==> src/rtl/bus_arbiter_if.sv <==
// Signal bundle joining the two requesting masters, the arbiter and the downstream slave bus.
// The arbiter connects through the slave modport; the requesters and the slave device use master.
interface bus_arbiter_if #(
    parameter int ADDR_W = 32,
    parameter int DATA_W = 32
);
    localparam int BE_W = DATA_W / 8;

    // Handshake: a master requests with re=1 or any we bit set and holds request and payload
    // stable until its one-cycle done pulse; the slave completes the presented access in any
    // cycle where bus_ready=1 while bus_* are held, and bus_rdata is valid only in that cycle.
    logic              m0_re;
    logic [BE_W-1:0]   m0_we;
    logic [ADDR_W-1:0] m0_addr;
    logic [DATA_W-1:0] m0_wdata;
    logic [DATA_W-1:0] m0_rdata;
    logic              m0_done;
    logic              m0_stall;

    logic              m1_re;
    logic [BE_W-1:0]   m1_we;
    logic [ADDR_W-1:0] m1_addr;
    logic [DATA_W-1:0] m1_wdata;
    logic [DATA_W-1:0] m1_rdata;
    logic              m1_done;
    logic              m1_stall;

    logic              bus_re;
    logic [BE_W-1:0]   bus_we;
    logic [ADDR_W-1:0] bus_addr;
    logic [DATA_W-1:0] bus_wdata;
    logic [DATA_W-1:0] bus_rdata;
    logic              bus_ready;
    logic              bus_err;

    modport slave (
        input  m0_re, m0_we, m0_addr, m0_wdata,
        input  m1_re, m1_we, m1_addr, m1_wdata,
        input  bus_rdata, bus_ready,
        output m0_rdata, m0_done, m0_stall,
        output m1_rdata, m1_done, m1_stall,
        output bus_re, bus_we, bus_addr, bus_wdata, bus_err
    );

    modport master (
        output m0_re, m0_we, m0_addr, m0_wdata,
        output m1_re, m1_we, m1_addr, m1_wdata,
        output bus_rdata, bus_ready,
        input  m0_rdata, m0_done, m0_stall,
        input  m1_rdata, m1_done, m1_stall,
        input  bus_re, bus_we, bus_addr, bus_wdata, bus_err
    );
endinterface

==> src/rtl/bus_arbiter.sv <==
// Two-master / one-slave data-bus arbiter with alternating priority under contention.
// Optional BUS_TIMEOUT_EN aborts a BUSY access after TIMEOUT_CYCLES cycles without bus_ready.
module bus_arbiter #(
    parameter int ADDR_W         = 32,
    parameter int DATA_W         = 32,
    parameter int TIMEOUT_CYCLES = 255
) (
    input  logic         clk,
    input  logic         rst,
    bus_arbiter_if.slave bif,
    output logic [1:0]   dbg_state_o,
    output logic         dbg_prio_o
);
    localparam int BE_W = DATA_W / 8;

    typedef enum logic [1:0] {
        IDLE = 2'd0,
        BUSY = 2'd1,
        RESP = 2'd2
    } state_e;

    state_e            state_q, state_d;
    logic              gnt_q, gnt_d;
    logic              prio_q, prio_d;
    logic              bus_re_q, bus_re_d;
    logic [BE_W-1:0]   bus_we_q, bus_we_d;
    logic [ADDR_W-1:0] bus_addr_q, bus_addr_d;
    logic [DATA_W-1:0] bus_wdata_q, bus_wdata_d;
    logic [DATA_W-1:0] m0_rdata_q, m0_rdata_d;
    logic [DATA_W-1:0] m1_rdata_q, m1_rdata_d;
    logic              req0, req1;

`ifdef BUS_TIMEOUT_EN
    localparam int CNT_W = ($clog2(TIMEOUT_CYCLES + 1) > 8) ? $clog2(TIMEOUT_CYCLES + 1) : 8;
    logic [CNT_W-1:0]  cnt_q, cnt_d;
    logic              err_q, err_d;
`else
    logic              unused_timeout;
    assign unused_timeout = (TIMEOUT_CYCLES != 0);
`endif

    assign req0 = bif.m0_re | (|bif.m0_we);
    assign req1 = bif.m1_re | (|bif.m1_we);

    always_ff @(posedge clk) begin
        if (rst) begin
            state_q     <= IDLE;
            gnt_q       <= 1'b0;
            prio_q      <= 1'b0;
            bus_re_q    <= 1'b0;
            bus_we_q    <= '0;
            bus_addr_q  <= '0;
            bus_wdata_q <= '0;
            m0_rdata_q  <= '0;
            m1_rdata_q  <= '0;
`ifdef BUS_TIMEOUT_EN
            cnt_q       <= '0;
            err_q       <= 1'b0;
`endif
        end else begin
            state_q     <= state_d;
            gnt_q       <= gnt_d;
            prio_q      <= prio_d;
            bus_re_q    <= bus_re_d;
            bus_we_q    <= bus_we_d;
            bus_addr_q  <= bus_addr_d;
            bus_wdata_q <= bus_wdata_d;
            m0_rdata_q  <= m0_rdata_d;
            m1_rdata_q  <= m1_rdata_d;
`ifdef BUS_TIMEOUT_EN
            cnt_q       <= cnt_d;
            err_q       <= err_d;
`endif
        end
    end

    always_comb begin
        state_d     = state_q;
        gnt_d       = gnt_q;
        prio_d      = prio_q;
        bus_re_d    = bus_re_q;
        bus_we_d    = bus_we_q;
        bus_addr_d  = bus_addr_q;
        bus_wdata_d = bus_wdata_q;
        m0_rdata_d  = m0_rdata_q;
        m1_rdata_d  = m1_rdata_q;
`ifdef BUS_TIMEOUT_EN
        cnt_d       = cnt_q;
        err_d       = 1'b0;
`endif
        unique case (state_q)
            IDLE: begin
                if (req0 | req1) begin
                    // Under contention prio picks; otherwise the sole requester wins.
                    gnt_d = (req0 & req1) ? prio_q : req1;
                    if (gnt_d) begin
                        bus_re_d    = bif.m1_re & ~(|bif.m1_we);
                        bus_we_d    = bif.m1_we;
                        bus_addr_d  = bif.m1_addr;
                        bus_wdata_d = bif.m1_wdata;
                    end else begin
                        bus_re_d    = bif.m0_re & ~(|bif.m0_we);
                        bus_we_d    = bif.m0_we;
                        bus_addr_d  = bif.m0_addr;
                        bus_wdata_d = bif.m0_wdata;
                    end
`ifdef BUS_TIMEOUT_EN
                    cnt_d = '0;
`endif
                    state_d = BUSY;
                end
            end
            BUSY: begin
                if (bif.bus_ready) begin
                    if (bus_re_q) begin
                        if (gnt_q) m1_rdata_d = bif.bus_rdata;
                        else       m0_rdata_d = bif.bus_rdata;
                    end
                    bus_re_d = 1'b0;
                    bus_we_d = '0;
                    prio_d   = ~gnt_q;
                    state_d  = RESP;
                end
`ifdef BUS_TIMEOUT_EN
                else if (cnt_q + 1'b1 == CNT_W'(TIMEOUT_CYCLES)) begin
                    if (gnt_q) m1_rdata_d = '0;
                    else       m0_rdata_d = '0;
                    bus_re_d = 1'b0;
                    bus_we_d = '0;
                    prio_d   = ~gnt_q;
                    err_d    = 1'b1;
                    state_d  = RESP;
                end else begin
                    cnt_d = cnt_q + 1'b1;
                end
`endif
            end
            RESP:    state_d = IDLE;
            default: state_d = IDLE;
        endcase
    end

    always_comb begin
        bif.bus_re    = bus_re_q;
        bif.bus_we    = bus_we_q;
        bif.bus_addr  = bus_addr_q;
        bif.bus_wdata = bus_wdata_q;
        bif.m0_rdata  = m0_rdata_q;
        bif.m1_rdata  = m1_rdata_q;
        bif.m0_done   = (state_q == RESP) && !gnt_q;
        bif.m1_done   = (state_q == RESP) && gnt_q;
        // Stall is held low while rst is asserted so every output reads 0 in reset.
        bif.m0_stall  = req0 && !bif.m0_done && !rst;
        bif.m1_stall  = req1 && !bif.m1_done && !rst;
`ifdef BUS_TIMEOUT_EN
        bif.bus_err   = err_q;
`else
        bif.bus_err   = 1'b0;
`endif
        dbg_state_o   = state_q;
        dbg_prio_o    = prio_q;
    end
endmodule

==> src/flat_wrapper.sv <==
// flat-port wrapper written by rule: the top's interface ports become plain ports
module bus_arbiter_flat 
#(
    parameter int ADDR_W         = 32,
    parameter int DATA_W         = 32,
    parameter int TIMEOUT_CYCLES = 255
)
  (clk, rst, dbg_state_o, dbg_prio_o, bif_m0_re, bif_m0_we, bif_m0_addr, bif_m0_wdata, bif_m1_re, bif_m1_we, bif_m1_addr, bif_m1_wdata, bif_bus_rdata, bif_bus_ready, bif_m0_rdata, bif_m0_done, bif_m0_stall, bif_m1_rdata, bif_m1_done, bif_m1_stall, bif_bus_re, bif_bus_we, bif_bus_addr, bif_bus_wdata, bif_bus_err);
  bus_arbiter_if #(.ADDR_W(ADDR_W), .DATA_W(DATA_W)) bif_i ();
  input  logic clk;
  input  logic rst;
  output logic [1:0] dbg_state_o;
  output logic dbg_prio_o;
  input wire logic [$bits(bif_i.m0_re)-1:0] bif_m0_re;
  input wire logic [$bits(bif_i.m0_we)-1:0] bif_m0_we;
  input wire logic [$bits(bif_i.m0_addr)-1:0] bif_m0_addr;
  input wire logic [$bits(bif_i.m0_wdata)-1:0] bif_m0_wdata;
  input wire logic [$bits(bif_i.m1_re)-1:0] bif_m1_re;
  input wire logic [$bits(bif_i.m1_we)-1:0] bif_m1_we;
  input wire logic [$bits(bif_i.m1_addr)-1:0] bif_m1_addr;
  input wire logic [$bits(bif_i.m1_wdata)-1:0] bif_m1_wdata;
  input wire logic [$bits(bif_i.bus_rdata)-1:0] bif_bus_rdata;
  input wire logic [$bits(bif_i.bus_ready)-1:0] bif_bus_ready;
  output wire logic [$bits(bif_i.m0_rdata)-1:0] bif_m0_rdata;
  output wire logic [$bits(bif_i.m0_done)-1:0] bif_m0_done;
  output wire logic [$bits(bif_i.m0_stall)-1:0] bif_m0_stall;
  output wire logic [$bits(bif_i.m1_rdata)-1:0] bif_m1_rdata;
  output wire logic [$bits(bif_i.m1_done)-1:0] bif_m1_done;
  output wire logic [$bits(bif_i.m1_stall)-1:0] bif_m1_stall;
  output wire logic [$bits(bif_i.bus_re)-1:0] bif_bus_re;
  output wire logic [$bits(bif_i.bus_we)-1:0] bif_bus_we;
  output wire logic [$bits(bif_i.bus_addr)-1:0] bif_bus_addr;
  output wire logic [$bits(bif_i.bus_wdata)-1:0] bif_bus_wdata;
  output wire logic [$bits(bif_i.bus_err)-1:0] bif_bus_err;
  assign bif_i.m0_re = bif_m0_re;
  assign bif_i.m0_we = bif_m0_we;
  assign bif_i.m0_addr = bif_m0_addr;
  assign bif_i.m0_wdata = bif_m0_wdata;
  assign bif_i.m1_re = bif_m1_re;
  assign bif_i.m1_we = bif_m1_we;
  assign bif_i.m1_addr = bif_m1_addr;
  assign bif_i.m1_wdata = bif_m1_wdata;
  assign bif_i.bus_rdata = bif_bus_rdata;
  assign bif_i.bus_ready = bif_bus_ready;
  assign bif_m0_rdata = bif_i.m0_rdata;
  assign bif_m0_done = bif_i.m0_done;
  assign bif_m0_stall = bif_i.m0_stall;
  assign bif_m1_rdata = bif_i.m1_rdata;
  assign bif_m1_done = bif_i.m1_done;
  assign bif_m1_stall = bif_i.m1_stall;
  assign bif_bus_re = bif_i.bus_re;
  assign bif_bus_we = bif_i.bus_we;
  assign bif_bus_addr = bif_i.bus_addr;
  assign bif_bus_wdata = bif_i.bus_wdata;
  assign bif_bus_err = bif_i.bus_err;
  bus_arbiter #(.ADDR_W(ADDR_W), .DATA_W(DATA_W), .TIMEOUT_CYCLES(TIMEOUT_CYCLES)) u_core (.clk(clk), .rst(rst), .bif(bif_i), .dbg_state_o(dbg_state_o), .dbg_prio_o(dbg_prio_o));
endmodule
==> config.mk <==
export PLATFORM = sky130hd
export DESIGN_NAME = bus_arbiter_flat
export DESIGN_NICKNAME = d
export VERILOG_FILES = /design/src/rtl/bus_arbiter_if.sv /design/src/rtl/bus_arbiter.sv /design/src/flat_wrapper.sv
export SDC_FILE = /design/constraint.sdc
export NUM_CORES = 1
export LEC_CHECK = 0
export ABC_AREA = 1
export CORE_ASPECT_RATIO = 1.1
export CORE_MARGIN = 2
export CORE_UTILIZATION = 40
export CTS_BUF_LIST = sky130_fd_sc_hd__clkbuf_8
export DETAILED_ROUTE_END_ITERATION = 8
export PLACE_DENSITY_LB_ADDON = 0.12
export SYNTH_ARGS = -nofsm -noshare
export SYNTH_HDL_FRONTEND = slang
export SYNTH_SLANG_ARGS = --single-unit
==> constraint.sdc <==
create_clock -name clk -period 3.9 [get_ports clk]
set_input_delay 0.78 -clock clk [delete_from_list [all_inputs] [get_ports clk]]
set_output_delay 0.78 -clock clk [all_outputs]
set_load 0.01 [all_outputs]
==> results of run 1 <==
[sequential cells by signal, indices dropped and copies added, names as in the netlist]
| register | cells |
|---|---|
| u_core.bif.bus_wdata | 32 |
| u_core.bif.bus_addr | 32 |
| u_core.dbg_state_o | 2 |
| u_core.bif.bus_we | 4 |
| u_core.bif.bus_re | 1 |
| u_core.bif.m0_rdata | 32 |
| u_core.dbg_prio_o | 1 |
| u_core.gnt_q | 1 |
| u_core.bif.m1_rdata | 32 |
[worst register-to-register path, cell delays in order, from the launching register on]
cell	delay (ps)
dfxtp_1	440
inv_2	50
nor2_2	140
nand2_4	130
nor3_4	140
inv_1	460
nor2_1	360
nor2_1	80
[cells in the mapped netlist]
library cell	count	area, um^2
conb_1	1	3.750
dfxtp_1	137	2743
nand3b_4	1	20.02
nand3_4	1	17.52
o21ai_0	129	645.6
nor2_4	2	22.52
nor3_1	2	10.01
nand3_1	16	80.08
nand2_1	140	525.5
nand2_4	3	33.78
clkbuf_1	21	78.83
inv_1	82	307.8
buf_6	18	202.7
buf_4	5	37.54
nor2_1	324	1216
buf_2	12	60.06
o21ai_1	1	5.000
nor3_4	2	32.53
inv_2	1	3.750
a21oi_1	8	40.04
nor2_2	5	31.28
[area by class of cell]
type | count | area [um^2]
inverters | 83 | 311.5
flip-flops and latches | 137 | 2743
clock buffers | 17 | 234.0
well taps | 196 | 245.2
repair buffers | 319 | 3213
clock inverters | 15 | 224.0
multi-input cells | 635 | 2684
fillers | 1387 | 5341
[logic make-up (layout without fill, tap and decap cells)]
| group | count (synthesis) | count (layout) | synth area share [%] |
|---|---|---|---|
| and+or+nand+nor | 496 | 496 | 32.52 |
| buffers and inverters | 139 | 434 | 11.29 |
| AOI/OAI and AO/OA | 138 | 138 | 11.29 |
| DFF | 137 | 137 | 44.84 |
| other | 1 | 1 | 0.06130 |
[power breakdown]
group	internal [uW]	total [uW]	switching, uW
Sequential	1490	1530	41.8
Clock	763	1340	577
Combinational	405	757	352
[routing by layer]
layer | up-vias | part of all wire, % | track usage, %
met1 | 2720 | 40 | 25.11
met5 | - | 0.069 | 0
met4 | 2 | 2.7 | 9.004
met2 | 247 | 47 | 38.33
met3 | 36 | 10 | 9.675
li1 | 3347 | - | -
[through the flow]
| stage | total power [uW] | std cells | util (%) | cell area (um^2) |
|---|---|---|---|---|
| 2_1_floorplan | 1910 | 911 | - | 6117 |
| 3_3_place_gp | 2316 | 1370 | 61.33 | 9196 |
| 3_5_place_dp | 2320 | 1370 | 61.33 | 9196 |
| 4_1_cts | 3656 | 1402 | 64.38 | 9654 |
| 5_1_grt | 3791 | 1402 | 64.38 | 9654 |
| 6_report | 3624 | 1402 | 64.38 | 9654 |
[path summary, 6_finish.rpt]
path	from	end	cells past startpoint
min	u_core.bif.bus_we[1]$_SDFFE_PP0P_	u_core.bif.bus_we[1]$_SDFFE_PP0P_	2
max	bif_m1_we[2]	bif_m1_stall	6
max reg2reg	u_core.dbg_state_o[0]$_SDFFE_PP0P_	u_core.bif.m0_rdata[23]$_SDFFE_PP0P_	7
min reg2reg	u_core.bif.bus_we[1]$_SDFFE_PP0P_	u_core.bif.bus_we[1]$_SDFFE_PP0P_	2
==> impl_results.md, run 1 <==
* Status: completed
* # rows at between 40 and 50
* Syn nets at 1,084
* Die height at 133.7 um
* Static leakage at 0.004482 uW
* Die Width at around 120 um
* # IOs at 314
* Rel. slew slack at 22.52%
* Post-route antenna net violation count at 0
* CTS Buf Count at 17
* Htree depth at 4
* Worst hold slack at 491.6 ps
* Proportion of layout cells with a drive suffix above 1 at 4.561%
* Slew Limit Fails at 0
* Post-Syn Area at 6117 um^2
* Seq/Total Area, Yosys at 44.84%
* Die ar. at approximately 16,000 um^2
* Root buffer cell: clkbuf_8
* Most frequent cells in the layout: 324 x nor2_1, 312 x clkdlybuf4s50_1, 140 x nand2_1, 137 x dfxtp_1, 129 x o21ai_0
* Port Buf Inserts at between 300 and 400
* Pre-antenna DRT Iters at 6
* Initial core utilization at 40.79%
* Buf+Inv Stages, Crit Path at 2
* Post-Syn Area per Cell at 6.715 um^2
* YS warnings at 0
* Vias at 6,352
* CTS max path bufs at 2
* Total track usage at 22.72%
* # diodes at 0
* Vias in the first global route at between 5,000 and 6,000
* Clock skew at 11.19 ps
* RSZ-0062 raised after global routing: false
* Drt wl/cell at ~13 um
* Critical path required time at 3120 ps
* Crit path DAT at 2200 ps
* Post-route worst setup slack at 920.0 ps
* Core Region at 15,000 um^2
* Commonest non-fill, non-tap cell in the layout: nor2_1
* Post-cts sizing count at 0
* Routability congestion estimate at ~0.8
* CP Launch Type: input port
* Critical path fanouts, max at 9
* Crit-path cells: clkdlybuf4s50_1 > nor2_2 > nand3b_4 > nand2_1 > nor2_1 > clkdlybuf4s50_1
* Postcts setup bufs at 0
* Min cycle time layout at 2980 ps
* Final Hold Vio Count at 0
* Critical path's top delay family: buffers and inverters
* Nets at 1,366
* Final TNS setup at 0 ps
* Layout area overhead at 57.82%
* CTS clk-pin slew, worst paths at around 90 ps
* First-pass GRT wire length at 29.17 mm
* DR DRC count at 0
* Worst-Margin Slew at ~1200 ps
* Pin count of the biggest net entering global routing at 130
* Cell mode on critical path: clkdlybuf4s50_1
* Detailed Route Iter0 Violations at 320
* Vias per Instance at between 4 and 5
* Worst Setup End Kind: output pin
* CTS tree: built
* CTS sink count at 137
* Post-place setup slack at 920.7 ps
* Post-Route WL at 18.73 mm
* R2r setup slk at slightly below 2000 ps
* Final setup fails at 0
* Unique cell type count in the Yosys netlist at 21
* Peak Freq at 335.6 MHz
* GRT overflow at 0
* Max Cap Viol at 0
* PwrDens at 375.4 nW/um^2
* Worst setup path class: in2out
* DP HPWL at 13.13 mm
* HP Class: reg2reg
* Syn Inst Count at 911
* CP peak stage delay at ~490 ps
* VDD IR-drop max at around 0.00023 V
* Hold-fix buffers at CTS at 0
* Number of synthesized register bits at 137
* Initial antenna violation count at 1
* Slowest-stage cell, CP: clkdlybuf4s50_1
* Clock Latency Late Sink at about 440 ps
* Tcrit/Tclk final at 76.41%
Power figures use the tool's default switching activity.
==> run 2, diff against run 1 <==
--- a/config.mk
+++ b/config.mk
@@ -8,7 +8,7 @@
 export ABC_AREA = 1
 export CORE_ASPECT_RATIO = 1.1
 export CORE_MARGIN = 2
-export CORE_UTILIZATION = 40
+export CORE_UTILIZATION = 37
 export CTS_BUF_LIST = sky130_fd_sc_hd__clkbuf_8
 export DETAILED_ROUTE_END_ITERATION = 8
 export PLACE_DENSITY_LB_ADDON = 0.12
==> constraint.sdc (replaced) <==
create_clock -name clk -period 2.7 [get_ports clk]
set_input_delay 0.54 -clock clk [delete_from_list [all_inputs] [get_ports clk]]
set_output_delay 0.54 -clock clk [all_outputs]
set_load 0.01 [all_outputs]
==> impl_results.md, run 2 (synthesis results as in run 1) <==
* Placed cells at 1,385 (+1.1%)
* FILL cells at 1,560 (+12%)
* Drt wl/cell at 13.30 um (-0.45%)
* Final TNS setup at 0 ps (unchanged)
* Sw Pwr at 1395 uW (+44%)
* Min cycle time layout at 2428 ps
* Post-route antenna net violation count at 0 (unchanged)
* Total track usage at 20.94% (-1.8 points)
* Final Core Density at 59.72% (-4.7 points)
* Switch share at 26.99% (+0.22 points)
* RSZ-0062 raised after global routing: false
* Detailed Route Iter0 Violations at 339 (+5.9%)
* CTS clk-pin slew, worst paths at 70 ps (-20 ps)
* Final Hold Vio Count at 0 (unchanged)
* Port Buf Inserts at 312 (unchanged)
* Post-place setup slack at 259.0 ps (-661.6 ps)
* Postcts setup bufs at 0 (unchanged)
* Clock Latency Late Sink at 440 ps (about the same)
* Pin count of the biggest net entering global routing at 86 (-34%)
* Htree depth at 4 (unchanged)
* Vias per Instance at 4.488 (-0.95%)
* Commonest non-fill, non-tap cell in the layout: nor2_1
* Routability congestion estimate at 0.8024 (-0.82%)
* GRT overflow at 0 (unchanged)
* Worst Setup End Kind: output pin
* Nets at 1,373 (+0.51%)
* Vias at 6,359 (+0.11%)
* Final Power at 5167 uW (+43%)
* PwrDens at 532.5 nW/um^2 (+42%)
* DR DRC count at 0 (unchanged)
* Core Region at 16,250 um^2 (+8.3%)
* CTS Buf Count at 17 (unchanged)
* Root buffer cell: clkbuf_8
* Vias in the first global route at 5,799 (-1.8%)
* Die ar. at 17,580 um^2 (+7.8%)
* CTS tree: built
* Slew Limit Fails at 0 (unchanged)
* Layout area overhead at 58.62%
* R2r setup slk at 1080 ps (-910 ps)
* Clock power frac at 36.0% (-1.0 points)
* Worst-Margin Slew at 583.7 ps (-578.5 ps)
* Critical path required time at 2160 ps (-960 ps)
* HP Class: reg2reg
* CP peak stage delay at 480 ps (about the same)
* Flop pwr share at 42.8% (+0.6 points)
* # IOs at 314 (unchanged)
* Most frequent cells in the layout: 324 x nor2_1, 312 x clkdlybuf4s50_1, 140 x nand2_1, 137 x dfxtp_1, 129 x o21ai_0
* CP Launch Type: input port
* Post-cts sizing count at 0 (unchanged)
* Worst setup path class: in2out
* CTS sink count at 137 (unchanged)
* Post-route worst setup slack at 272.0 ps (-648.1 ps)
* Pre-antenna DRT Iters at 4 (-2)
* Initial core utilization at 37.65% (-3.1 points)
* Crit-path cells: clkdlybuf4s50_1 > nor2_2 > nand3_4 > nand2_1 > nor2_1 > clkdlybuf4s50_1
* Rel. slew slack at 61.09% (+39 points)
* VDD IR-drop max at 0.0003128 V (+36%)
* # rows at 49 (+4.3%)
* Static leakage at 0.004504 uW (+0.48%)
* CTS max path bufs at 2 (unchanged)
* Internal Power at 3773 uW (+42%)
* Die Width at 126.6 um (+3.8%)
* Proportion of layout cells with a drive suffix above 1 at 5.111% (+0.55 points)
* Critical path fanouts, max at 4 (-5)
* Crit path DAT at 1890 ps (-310 ps)
* # diodes at 0 (unchanged)
* Cell mode on critical path: clkdlybuf4s50_1
* Peak Freq at 411.9 MHz
* First-pass GRT wire length at 29.46 mm (+0.99%)
* DP HPWL at 13.49 mm (+2.7%)
* Final setup fails at 0 (unchanged)
* Clock skew at 13.96 ps (+2.775 ps)
* Slowest-stage cell, CP: clkdlybuf4s50_1
* Initial antenna violation count at 0 (-1)
* Status: completed
* Max Cap Viol at 0 (unchanged)
* Die height at 138.9 um (+3.9%)
* Tcrit/Tclk final at 89.93%
* Hold-fix buffers at CTS at 0 (unchanged)
* Post-Route WL at 18.85 mm (+0.61%)
* Gate power share at 21.2% (+0.3 points)
* Layout Cells excl Fill at 1,417 (+1.1%)
==> run 2: changes by cell type in the layout (fill, tap and decap cells not counted) <==
cell and change:
clkbuf_8 +1, clkinv_4 -1, bufinv_16 -1, inv_6 +1
clkinvlp_4 +1, buf_4 +7, clkinv_2 -1
==> run 2: area by class of cell <==
cell class	instances	area [um^2]	share of cell area, %
flip-flops and latches	137	2743	28.27
clock inverters	14	196.4	2.024
inverters	83	311.5	3.211
well taps	204	255.2	2.631
multi-input cells	635	2684	27.66
clock buffers	18	247.7	2.553
repair buffers	326	3266	33.66
==> run 2: critical path: cells and delay by family <==
family	cells	cell delay [ps]
buf+inv	2	910
simple gates	4	440
==> run 2: power groups by stage <==
stage               Clock (uW)  Sequential, uW  Combinational [uW]
finish                    1860            2210                1100
global route              2000            2230                1200
CTS                       1910            2210                1110
detailed placement           0            2250                1110
global placement             0            2250                1100
floorplan                    0            2310                 448
==> run 2: worst paths after layout <==
check	startpoint	depth (start not counted)	end
worst max-delay path	bif_m0_we[1]	6	bif_m0_stall
worst min register to register	u_core.bif.bus_we[0]$_SDFFE_PP0P_	2	u_core.bif.bus_we[0]$_SDFFE_PP0P_
worst max register to register	u_core.dbg_state_o[0]$_SDFFE_PP0P_	7	u_core.bif.m0_rdata[14]$_SDFFE_PP0P_
worst min-delay path	u_core.bif.bus_we[0]$_SDFFE_PP0P_	2	u_core.bif.bus_we[0]$_SDFFE_PP0P_
==> run 2: through the flow <==
| step | hold slack [ps] | instance area [um^2] |
|---|---|---|
| after floorplan | 501.8 | 6117 |
| after global placement | 473.7 | 9259 |
| after detailed placement | 478.9 | 9259 |
| after CTS | 487.1 | 9703 |
| after global routing | 511.2 | 9703 |
| final | 483.6 | 9703 |
==> run 2: routing by layer <==
metal	vias up	wire length (um)	part of all wire, %	track usage (%)
met4	0	277	1.5	6.304
li1	3357	-	-	-
met1	2766	7488	40	23.48
met3	19	1831	9.7	8.102
met2	217	9250	49	36.59
met5	-	0	0	0
